==> config.mk <==
export PLATFORM = sky130hd
export DESIGN_NAME = instruction_decode
export DESIGN_NICKNAME = d
export VERILOG_FILES = /design/src/rtl/instruction_decode_pkg.sv /design/src/rtl/instruction_decode_regfile.sv /design/src/rtl/instruction_decode.sv
export SDC_FILE = /design/constraint.sdc
export NUM_CORES = 2
export LEC_CHECK = 0
export BUFFER_PORTS_ARGS = -buffer_cell sky130_fd_sc_hd__buf_4
export CORE_AREA = 2 2 336 338
export CTS_CLUSTER_SIZE = 40
export DETAILED_ROUTE_END_ITERATION = 10
export DIE_AREA = 0 0 338 340
export PLACE_DENSITY = 0.79
export SYNTH_ARGS = -nofsm -noshare
export SYNTH_HDL_FRONTEND = slang
export SYNTH_SLANG_ARGS = --single-unit
==> constraint.sdc <==
create_clock -name clk -period 10.96 [get_ports clk]
set_clock_uncertainty 0.1 [all_clocks]
set_input_delay 1.644 -clock clk [delete_from_list [all_inputs] [get_ports clk]]
set_output_delay 1.644 -clock clk [all_outputs]
set_load 0.02 [all_outputs]
==> src/rtl/instruction_decode_pkg.sv <==
// Shared decode definitions: opcode/funct encodings, ALU codes, NOP word,
// the ID/EX control bundle and an immediate sign-extension helper.
package decode_pkg;

    // Primary opcodes
    localparam logic [5:0] OP_RTYPE = 6'h00;
    localparam logic [5:0] OP_J     = 6'h02;
    localparam logic [5:0] OP_BEQ   = 6'h04;
    localparam logic [5:0] OP_BNE   = 6'h05;
    localparam logic [5:0] OP_ADDI  = 6'h08;
    localparam logic [5:0] OP_LW    = 6'h23;
    localparam logic [5:0] OP_SW    = 6'h2B;

    // R-type funct codes
    localparam logic [5:0] FN_ADD   = 6'h20;
    localparam logic [5:0] FN_SUB   = 6'h22;
    localparam logic [5:0] FN_AND   = 6'h24;
    localparam logic [5:0] FN_OR    = 6'h25;
    localparam logic [5:0] FN_SLT   = 6'h2A;

    // ALU operation codes seen by execute
    localparam logic [2:0] ALU_ADD  = 3'd0;
    localparam logic [2:0] ALU_SUB  = 3'd1;
    localparam logic [2:0] ALU_AND  = 3'd2;
    localparam logic [2:0] ALU_OR   = 3'd3;
    localparam logic [2:0] ALU_SLT  = 3'd4;

    // sll $0,$0,0 -- the canonical bubble word
    localparam logic [31:0] NOP_INSTR = 32'h0000_0000;

    // Control part of the ID/EX bundle; all-zero is a bubble
    typedef struct packed {
        logic       valid;
        logic [4:0] dest;
        logic [2:0] alu_ctrl;
        logic       alu_src_imm;
        logic       mem_read;
        logic       mem_write;
        logic       reg_write;
    } ctrl_t;

    function automatic logic [31:0] sext16(input logic [15:0] v);
        return {{16{v[15]}}, v};
    endfunction

endpackage

==> src/rtl/instruction_decode_regfile.sv <==
// 32x32 register file: $0 hardwired to zero, one write port, two
// combinational read ports that forward a same-cycle write-back.
module regfile (
    input  logic        clk,
    input  logic        rst_n,
    input  logic [4:0]  i_rs_addr,
    input  logic [4:0]  i_rt_addr,
    output logic [31:0] o_rs_val,
    output logic [31:0] o_rt_val,
    input  logic        i_wb_en,
    input  logic [4:0]  i_wb_reg,
    input  logic [31:0] i_wb_data
);

    logic [31:0] r_regs [32];

    // Storage: cleared on reset, written at the edge when write-back is enabled
    always_ff @(posedge clk or negedge rst_n) begin
        if (!rst_n) begin
            for (int i = 0; i < 32; i++) begin
                r_regs[i] <= 32'd0;
            end
        end else if (i_wb_en && (i_wb_reg != 5'd0)) begin
            r_regs[i_wb_reg] <= i_wb_data;
        end
    end

    // rs read port with $0 forcing and write-back forwarding
    always_comb begin
        o_rs_val = r_regs[i_rs_addr];
        if (i_rs_addr == 5'd0) begin
            o_rs_val = 32'd0;
        end else if (i_wb_en && (i_wb_reg == i_rs_addr)) begin
            o_rs_val = i_wb_data;
        end else begin
            o_rs_val = r_regs[i_rs_addr];
        end
    end

    // rt read port with $0 forcing and write-back forwarding
    always_comb begin
        o_rt_val = r_regs[i_rt_addr];
        if (i_rt_addr == 5'd0) begin
            o_rt_val = 32'd0;
        end else if (i_wb_en && (i_wb_reg == i_rt_addr)) begin
            o_rt_val = i_wb_data;
        end else begin
            o_rt_val = r_regs[i_rt_addr];
        end
    end

endmodule

==> src/rtl/instruction_decode.sv <==
// Decode stage: IF/ID register, decoder, register file read, branch/jump
// resolution, load-use hazard detection and the registered ID/EX bundle.
module instruction_decode
    import decode_pkg::*;
(
    input  logic        clk,
    input  logic        rst_n,
    input  logic [31:0] instr_in,
    input  logic        wb_en,
    input  logic [4:0]  wb_reg,
    input  logic [31:0] wb_data,
    output logic        is_jump,
    output logic        is_branch,
    output logic [15:0] imm16,
    output logic [25:0] addr26,
    output logic        stall,
    output logic        ex_valid,
    output logic [31:0] ex_rs_val,
    output logic [31:0] ex_rt_val,
    output logic [31:0] ex_imm,
    output logic [4:0]  ex_dest,
    output logic [2:0]  ex_alu_ctrl,
    output logic        ex_alu_src_imm,
    output logic        ex_mem_read,
    output logic        ex_mem_write,
    output logic        ex_reg_write,
    output logic        illegal
);

    logic [31:0] r_ifid;
    ctrl_t       r_ex_ctrl;
    logic [31:0] r_ex_rs_val;
    logic [31:0] r_ex_rt_val;
    logic [31:0] r_ex_imm;

    logic [5:0]  w_op;
    logic [4:0]  w_rs;
    logic [4:0]  w_rt;
    logic [4:0]  w_rd;
    logic [5:0]  w_funct;
    logic [15:0] w_imm16;
    logic [31:0] w_rs_val;
    logic [31:0] w_rt_val;
    ctrl_t       w_ctrl;
    logic        w_legal;
    logic        w_nop;
    logic        w_uses_rs;
    logic        w_rt_src;
    logic        w_is_beq;
    logic        w_is_bne;
    logic        w_is_j;
    logic        w_taken;
    logic        w_stall;

    assign w_op    = r_ifid[31:26];
    assign w_rs    = r_ifid[25:21];
    assign w_rt    = r_ifid[20:16];
    assign w_rd    = r_ifid[15:11];
    assign w_funct = r_ifid[5:0];
    assign w_imm16 = r_ifid[15:0];
    assign w_nop   = (r_ifid == NOP_INSTR);

    regfile u_regfile (
        .clk       (clk),
        .rst_n     (rst_n),
        .i_rs_addr (w_rs),
        .i_rt_addr (w_rt),
        .o_rs_val  (w_rs_val),
        .o_rt_val  (w_rt_val),
        .i_wb_en   (wb_en),
        .i_wb_reg  (wb_reg),
        .i_wb_data (wb_data)
    );

    // Decoder: control bundle plus operand-usage flags for the IF/ID word
    always_comb begin
        w_ctrl    = '0;
        w_legal   = 1'b0;
        w_uses_rs = 1'b0;
        w_rt_src  = 1'b0;
        w_is_beq  = 1'b0;
        w_is_bne  = 1'b0;
        w_is_j    = 1'b0;
        if (w_nop) begin
            w_legal = 1'b0;
        end else begin
            case (w_op)
                OP_RTYPE: begin
                    w_ctrl.dest      = w_rd;
                    w_ctrl.reg_write = 1'b1;
                    w_uses_rs        = 1'b1;
                    w_rt_src         = 1'b1;
                    w_legal          = 1'b1;
                    case (w_funct)
                        FN_ADD:  w_ctrl.alu_ctrl = ALU_ADD;
                        FN_SUB:  w_ctrl.alu_ctrl = ALU_SUB;
                        FN_AND:  w_ctrl.alu_ctrl = ALU_AND;
                        FN_OR:   w_ctrl.alu_ctrl = ALU_OR;
                        FN_SLT:  w_ctrl.alu_ctrl = ALU_SLT;
                        default: w_legal         = 1'b0;
                    endcase
                end
                OP_ADDI: begin
                    w_ctrl.dest        = w_rt;
                    w_ctrl.alu_src_imm = 1'b1;
                    w_ctrl.reg_write   = 1'b1;
                    w_uses_rs          = 1'b1;
                    w_legal            = 1'b1;
                end
                OP_LW: begin
                    w_ctrl.dest        = w_rt;
                    w_ctrl.alu_src_imm = 1'b1;
                    w_ctrl.mem_read    = 1'b1;
                    w_ctrl.reg_write   = 1'b1;
                    w_uses_rs          = 1'b1;
                    w_legal            = 1'b1;
                end
                OP_SW: begin
                    w_ctrl.alu_src_imm = 1'b1;
                    w_ctrl.mem_write   = 1'b1;
                    w_uses_rs          = 1'b1;
                    w_rt_src           = 1'b1;
                    w_legal            = 1'b1;
                end
                OP_BEQ: begin
                    w_ctrl.alu_ctrl = ALU_SUB;
                    w_uses_rs       = 1'b1;
                    w_rt_src        = 1'b1;
                    w_is_beq        = 1'b1;
                    w_legal         = 1'b1;
                end
                OP_BNE: begin
                    w_ctrl.alu_ctrl = ALU_SUB;
                    w_uses_rs       = 1'b1;
                    w_rt_src        = 1'b1;
                    w_is_bne        = 1'b1;
                    w_legal         = 1'b1;
                end
                OP_J: begin
                    // bits 25:21 are target bits here, not a register source
                    w_is_j  = 1'b1;
                    w_legal = 1'b1;
                end
                default: begin
                    w_legal = 1'b0;
                end
            endcase
        end
        w_ctrl.valid = w_legal;
    end

    // Load-use hazard against the lw currently sitting in ID/EX
    assign w_stall = r_ex_ctrl.valid && r_ex_ctrl.mem_read && (r_ex_ctrl.dest != 5'd0) && w_legal &&
                     ((w_uses_rs && (r_ex_ctrl.dest == w_rs)) || (w_rt_src && (r_ex_ctrl.dest == w_rt)));

    // Branch outcome from the forwarded operands
    always_comb begin
        if (w_is_beq) begin
            w_taken = (w_rs_val == w_rt_val);
        end else if (w_is_bne) begin
            w_taken = (w_rs_val != w_rt_val);
        end else begin
            w_taken = 1'b0;
        end
    end

    assign stall     = w_stall;
    assign is_jump   = w_is_j && !w_stall;
    assign is_branch = w_taken && !w_stall;
    assign imm16     = r_ifid[15:0];
    assign addr26    = r_ifid[25:0];
    assign illegal   = !w_legal && !w_nop;

    // IF/ID: hold on stall, flush on redirect (no delay slot), else advance
    always_ff @(posedge clk or negedge rst_n) begin
        if (!rst_n) begin
            r_ifid <= NOP_INSTR;
        end else if (w_stall) begin
            r_ifid <= r_ifid;
        end else if (is_jump || is_branch) begin
            r_ifid <= NOP_INSTR;
        end else begin
            r_ifid <= instr_in;
        end
    end

    // ID/EX: bubble on stall, NOP or illegal word, else capture decode
    always_ff @(posedge clk or negedge rst_n) begin
        if (!rst_n) begin
            r_ex_ctrl   <= '0;
            r_ex_rs_val <= 32'd0;
            r_ex_rt_val <= 32'd0;
            r_ex_imm    <= 32'd0;
        end else if (w_stall || !w_legal) begin
            r_ex_ctrl   <= '0;
            r_ex_rs_val <= 32'd0;
            r_ex_rt_val <= 32'd0;
            r_ex_imm    <= 32'd0;
        end else begin
            r_ex_ctrl   <= w_ctrl;
            r_ex_rs_val <= w_rs_val;
            r_ex_rt_val <= w_rt_val;
            r_ex_imm    <= sext16(w_imm16);
        end
    end

    assign ex_valid       = r_ex_ctrl.valid;
    assign ex_dest        = r_ex_ctrl.dest;
    assign ex_alu_ctrl    = r_ex_ctrl.alu_ctrl;
    assign ex_alu_src_imm = r_ex_ctrl.alu_src_imm;
    assign ex_mem_read    = r_ex_ctrl.mem_read;
    assign ex_mem_write   = r_ex_ctrl.mem_write;
    assign ex_reg_write   = r_ex_ctrl.reg_write;
    assign ex_rs_val      = r_ex_rs_val;
    assign ex_rt_val      = r_ex_rt_val;
    assign ex_imm         = r_ex_imm;

endmodule

Word level (Yosys, flattened, before mapping). Index checks and enable logic that the tools add are counted.

$lt $le $gt $ge: 4. Equality and inequality tests: 17. Multiplexer cells: 41. Bitwise operators: 3. Reduce and logical (&&, ||, !) cells: 33.

Operators with widths (number): 1024-bit bitwise mux (1); 32-bit 2-to-1 mux (13); 32-bit binary-select mux with 5-bit select (2); 32-bit demux with 5-bit select (1); 6-bit == test, second input constant (7); 32-bit == test (1); 32-bit zero test (1); 32-bit != test (1); 5-bit == test (4); 6-bit >= comparator, second input constant (3); 1-bit 2-to-1 mux (18); 5-bit NOT with 6-bit output (3); 1-bit logical AND (13); 13-bit 2-to-1 mux (1); 6-bit by 3-bit == test with 1-bit output, second input constant (2); 12-bit 2-to-1 mux (1); 3-bit case mux with 4 select lines (1); 6-bit OR reduction (2); 5-bit zero test (2); 5-bit case mux with 2 select lines (1); 5-bit nonzero test (2); 6-bit by 2-bit == test with 1-bit output, second input constant (1); 6-bit by 4-bit == test with 1-bit output, second input constant (1); 6-bit zero test (1); 9 further kinds (15).

Register bits: 1165. Logic and storage cells: 141.

Logic depth before layout (Yosys ltp).
Depth in word-level cells: 12. Depth in mapped cells: 20. Gate-level depth less buffers: 12.

By module. Synthesis repeated with hierarchy kept, for this count alone.

Cells, all modules: 4245. Area total of the unflattened synthesis: 60723.2 µm².

By module, submodules not included: regfile (times used 1, cells an instance 3735, area each 54985.2 µm²); instruction_decode (times used 1, cells an instance 510, area each 5738.0 µm²).

Least setup slack after synthesis. No wires, ideal clock.

Path kind: input to output. Start point: in wb_reg[4]. End point: out is_branch. Data arrival time: 4938 ps. Data required time: 9216 ps. Setup slack: 4278 ps. Stages: 13. Buffers on the path: 1. Path through: clkbuf_1 -> xnor2_1 -> nand4_1 -> o21ai_1 -> a21oi_1 -> o31a_1 -> or3_1 -> nor4_1 -> nand4_1 -> nor4_4 -> nand2_1 -> xnor2_1 -> nor4_1.

Longest elaborated chain between the ends: 8. Elaborated cells between the ends (all ways): 13.

Ends and longest elaborated chain: start, declared (RTL line instruction_decode.sv:10) `input logic [4:0] wb_reg,`; 5-bit == test, on equally long branches (RTL line instruction_decode_regfile.sv:33, instruction_decode_regfile.sv:45); 1-bit logical AND, on equally long branches (RTL line instruction_decode_regfile.sv:33, instruction_decode_regfile.sv:45); 32-bit 2-to-1 mux, on equally long branches (RTL line instruction_decode_regfile.sv:33, instruction_decode_regfile.sv:45); 32-bit 2-to-1 mux, on equally long branches (RTL line instruction_decode_regfile.sv:31, instruction_decode_regfile.sv:43); 32-bit != test (RTL line instruction_decode.sv:161) `w_taken = (w_rs_val != w_rt_val);`; 1-bit 2-to-1 mux (RTL line instruction_decode.sv:160) `end else if (w_is_bne) begin`; 1-bit 2-to-1 mux (*) (RTL line instruction_decode.sv:158) `if (w_is_beq) begin`; 1-bit logical AND (*) (RTL line instruction_decode.sv:169) `assign is_branch = w_taken && !w_stall;`; end, declared (RTL line instruction_decode.sv:13) `output logic is_branch,`.

Every way passes the cells marked *; elsewhere a longest branch is shown, timed or not.

Worst setup path in the final report.
Start point: reg r_ifid[20]. End point: out is_branch.

Longest elaborated chain between the ends: 10. Elaborated cells between the ends (all ways): 27.

Ends and longest elaborated chain: start, declared (RTL line instruction_decode.sv:30) `logic [31:0] r_ifid;`; start signal, assigned (RTL line instruction_decode.sv:179) `r_ifid <= r_ifid;`; start signal, assigned (RTL line instruction_decode.sv:183) `r_ifid <= instr_in;`; 5-bit NOT with 6-bit output; 32-bit binary-select mux with 5-bit select; 32-bit 2-to-1 mux (implied by the code) (2 in a row) (RTL line instruction_decode_regfile.sv:48) `o_rt_val = r_regs[i_rt_addr];`; 32-bit 2-to-1 mux (RTL line instruction_decode_regfile.sv:45) `end else if (i_wb_en && (i_wb_reg == i_rt_addr)) begin`; 32-bit 2-to-1 mux (RTL line instruction_decode_regfile.sv:43) `if (i_rt_addr == 5'd0) begin`; 32-bit != test (RTL line instruction_decode.sv:161); 1-bit 2-to-1 mux (RTL line instruction_decode.sv:160); 1-bit 2-to-1 mux (RTL line instruction_decode.sv:158); 1-bit logical AND (*) (RTL line instruction_decode.sv:169).

Every way passes the cells marked *; elsewhere a longest branch is shown, timed or not. The select of a mux whose other input is x is not followed.

==> flow_summary.yaml <==
power_and_ir_drop:
  power.density_nw_per_um2: 186
  power.total_w: 0.0125
  sequentialPowerShare: 0.446
  p_clk_frac: 0.349
  peakVddDrop_uv: 140
  p_int_w: 0.00898
  p_sw_frac: 0.283
  pwr-share-comb: 0.206
  switchingPower_w: 0.00354
  power.leakage_nw: 29.2
setup_path:
  rr_startpoint: "r_ifid[20]"
  reg2reg_depth: 14
  slowest_stage: "dfrtp_2"
  cpMostUsedCell: "xnor2_1"
  end_kind: "output pin"
  r2r-end: "r_ifid[0]"
  worstSetupPathType: "reg2out"
  crit_path_start_kind: "flop"
  slowest_delay_ns: 0.91
  reg2reg_slack_ns: 4.19
  worst_path_dominant_cell_family: "simple AND/OR/NAND/NOR gates"
  critPathBufInv: 2
  cp.required_ns: 9.22
  path_max_fanout: 28
  crit_chain: "buf_4 > xnor2_1 > nand4_1 > o21ai_1 > a21oi_1 > a221o_1 > xnor2_1 > nor4_1 > nand4_1 > nor4_4 > nand2_1 > xnor2_1 > nor4_1 > buf_4"
  cp.arrival_ns: 6.75
finish:
  area_delta_synth_final_pct: 10.3
  fin_nets: 4330
  mostFrequentLayoutCells: "dfrtp_1 (1139), mux2_2 (999), mux4_2 (454)"
  fillCellCount: 8274
  final_area_um2: 67200
  multiInputGateArea_um2: 29600
  utilization: 0.602
  drive_gt1_frac: 0.477
  seq_area_um2: 28800
  final_common_cell: "dfrtp_1"
place:
  port_buffers: 226
  dpl.hpwl_um: 126000
  placed_area_um2: 63000
  place_congestion: 0.940
drt:
  drcViolationCount: 0
  wl_per_cell_um: 34.7
  first_pass_iters: 7
  vias_per_cell: 7.24
  postRouteAntennaNets: 0
  dr.first_iter.drc_count: 6208
  totalWireLength_um: 204000
  via_count: 42500
clock_network:
  cts_max_path_buffers: 3
  post_cts_buffers: 0
  path_clk_slew_ns: 0.06
  cts_inserted_buffers: 120
  clkLatencyLatePin_ns: 0.74
  cts_tree: "built"
  cts_resized: 0
  htree_levels: 3
  hold_buffers: 0
  cts_sinks: 1149
  cts_root_buf: "clkbuf_16"
yosys:
  synth-edff-count: 0
  synthFlopType: "dfrtp_1"
  seq_area_frac_synth: 0.472
  mappedNetlistArea_um2: 60900
  synth.ff_latch_count: 1149
  syn_avg_cell_area_um2: 14.1
  synthArstFlopShare: 1.00
  netlist_instances: 4306
  yosysWarningCount: 0
  ys_types: 80
  synth_fp_nets: 4378
min_path:
  min_path_type: "reg2reg"
  min_to: "u_regfile.r_regs[994]"
  hold_path.startpoint: "u_regfile.r_regs[994]"
  holdPathStages: 0
floorplanning:
  initial_utilization: 0.546
  row_count: 123
  core_um2: 112000
  fp.dieW_um: 338
  die_y_um: 340
  top_level_ports: 227
  die_area_um2: 115000
global_route:
  grt_overflow: 0
  grt_max_degree: 162
  grt_util_met1: 0.467
  grt_pass1_vias: 42400
  use_met3: 0.135
  grt_use_met2: 0.494
  grt_antenna_before_repair: 24
  grt_pass1_wl_um: 295000
  grt_usage: 0.356
  busiest_layer: "met2"
timing:
  finalMaxSlewViolations: 0
  relSlewSlack: 0.152
  report.final.setup_viol: 0
  post-route-period-util: 0.775
  rsz0062_at_grt: "no"
  tns_ns: 0
  tightest_slew_ns: 1.27
  clock.fmax_ghz: 0.118
  period_minus_slack_ns: 8.49
  timing.final.hold_violations: 0
flow_run:
  cap_violations: 0
outcome:
  status: "finished clean"
[worst max path at each step]
stage / startpoint / end / cells after the start
floorplan: wb_reg[4] / is_branch / 13
global placement: wb_reg[1] / is_branch / 14
detailed placement: wb_reg[1] / is_branch / 14
CTS: r_ifid[16] / is_branch / 15
global route: r_ifid[16] / is_branch / 15
finish: r_ifid[20] / is_branch / 14
[metrics by stage]
stage                     setup WS [ns]  hold WS [ns]  instances
final                              2.47         0.294       5868
after global routing               2.33         0.310       5861
after CTS                          2.70         0.297       5859
after detailed placement           3.09         0.283       5636
after global placement             3.08         0.276       5636
after floorplan                    4.28         0.338       4306
[power by group through the flow]
stage          sequential [W]  combinational (W)  clock, W
3_5_place_dp          0.00561            0.00251         0
2_1_floorplan         0.00540            0.00191         0
5_1_grt               0.00565            0.00270   0.00454
6_report              0.00558            0.00257   0.00436
3_3_place_gp          0.00555            0.00245         0
4_1_cts               0.00554            0.00253   0.00437
[sequential cells by signal, summed over array words and instances, names as in the netlist]
name / count
ex_alu_src_imm: 1
u_regfile.r_regs: 1024
ex_valid: 1
ex_rt_val: 32
ex_reg_write: 1
ex_alu_ctrl: 3
ex_imm: 16
r_ifid: 32
ex_mem_write: 1
ex_dest: 5
ex_mem_read: 1
ex_rs_val: 32
[layer usage]
| layer | part of all wire | wire length [um] | vias to the layer above |
|---|---|---|---|
| met5 | 0.0013 | 268 | - |
| met2 | 0.42 | 85600 | 3439 |
| met4 | 0.078 | 15800 | 26 |
| met1 | 0.36 | 72700 | 21900 |
| met3 | 0.14 | 29600 | 918 |
| li1 | - | - | 16200 |
[cells in the mapped netlist, drive strengths merged, types with 51 or more instances]
cell type  number  area share
nor2          134      0.0083
a21oi          58      0.0050
mux2          999        0.18
buf           225       0.027
a22oi          68      0.0084
o21ai          51      0.0042
nand2         152      0.0094
dfrtp        1149        0.47
o22ai          78      0.0080
mux2i         155       0.025
clkbuf        283       0.018
mux4          463        0.17
[layout make-up]
| type | count | area share |
|---|---|---|
| Multi-Input combinational cell | 2639 | 0.441 |
| Sequential cell | 1149 | 0.429 |
| Clock buffer | 171 | 0.0519 |
| Timing Repair Buffer | 338 | 0.0396 |
| Tap cell | 1500 | 0.0279 |
| Clock inverter | 52 | 0.0104 |
| Inverter | 10 | 0.000559 |
| Antenna cell | 9 | 0.000335 |
[cell families (layout without fill, tap and decap cells)]
| family | count (synthesis) | after routing | synth area share |
|---|---|---|---|
| compound gates | 417 | 417 | 0.0482 |
| xor+xnor | 44 | 44 | 0.00633 |
| mux | 1617 | 1617 | 0.382 |
| simple gates | 561 | 561 | 0.0460 |
| flops | 1149 | 1149 | 0.472 |
| buf+inv | 518 | 571 | 0.0449 |
| other cells | 0 | 9 | 0 |
Note: power is estimated with default switching activity, not from simulation.
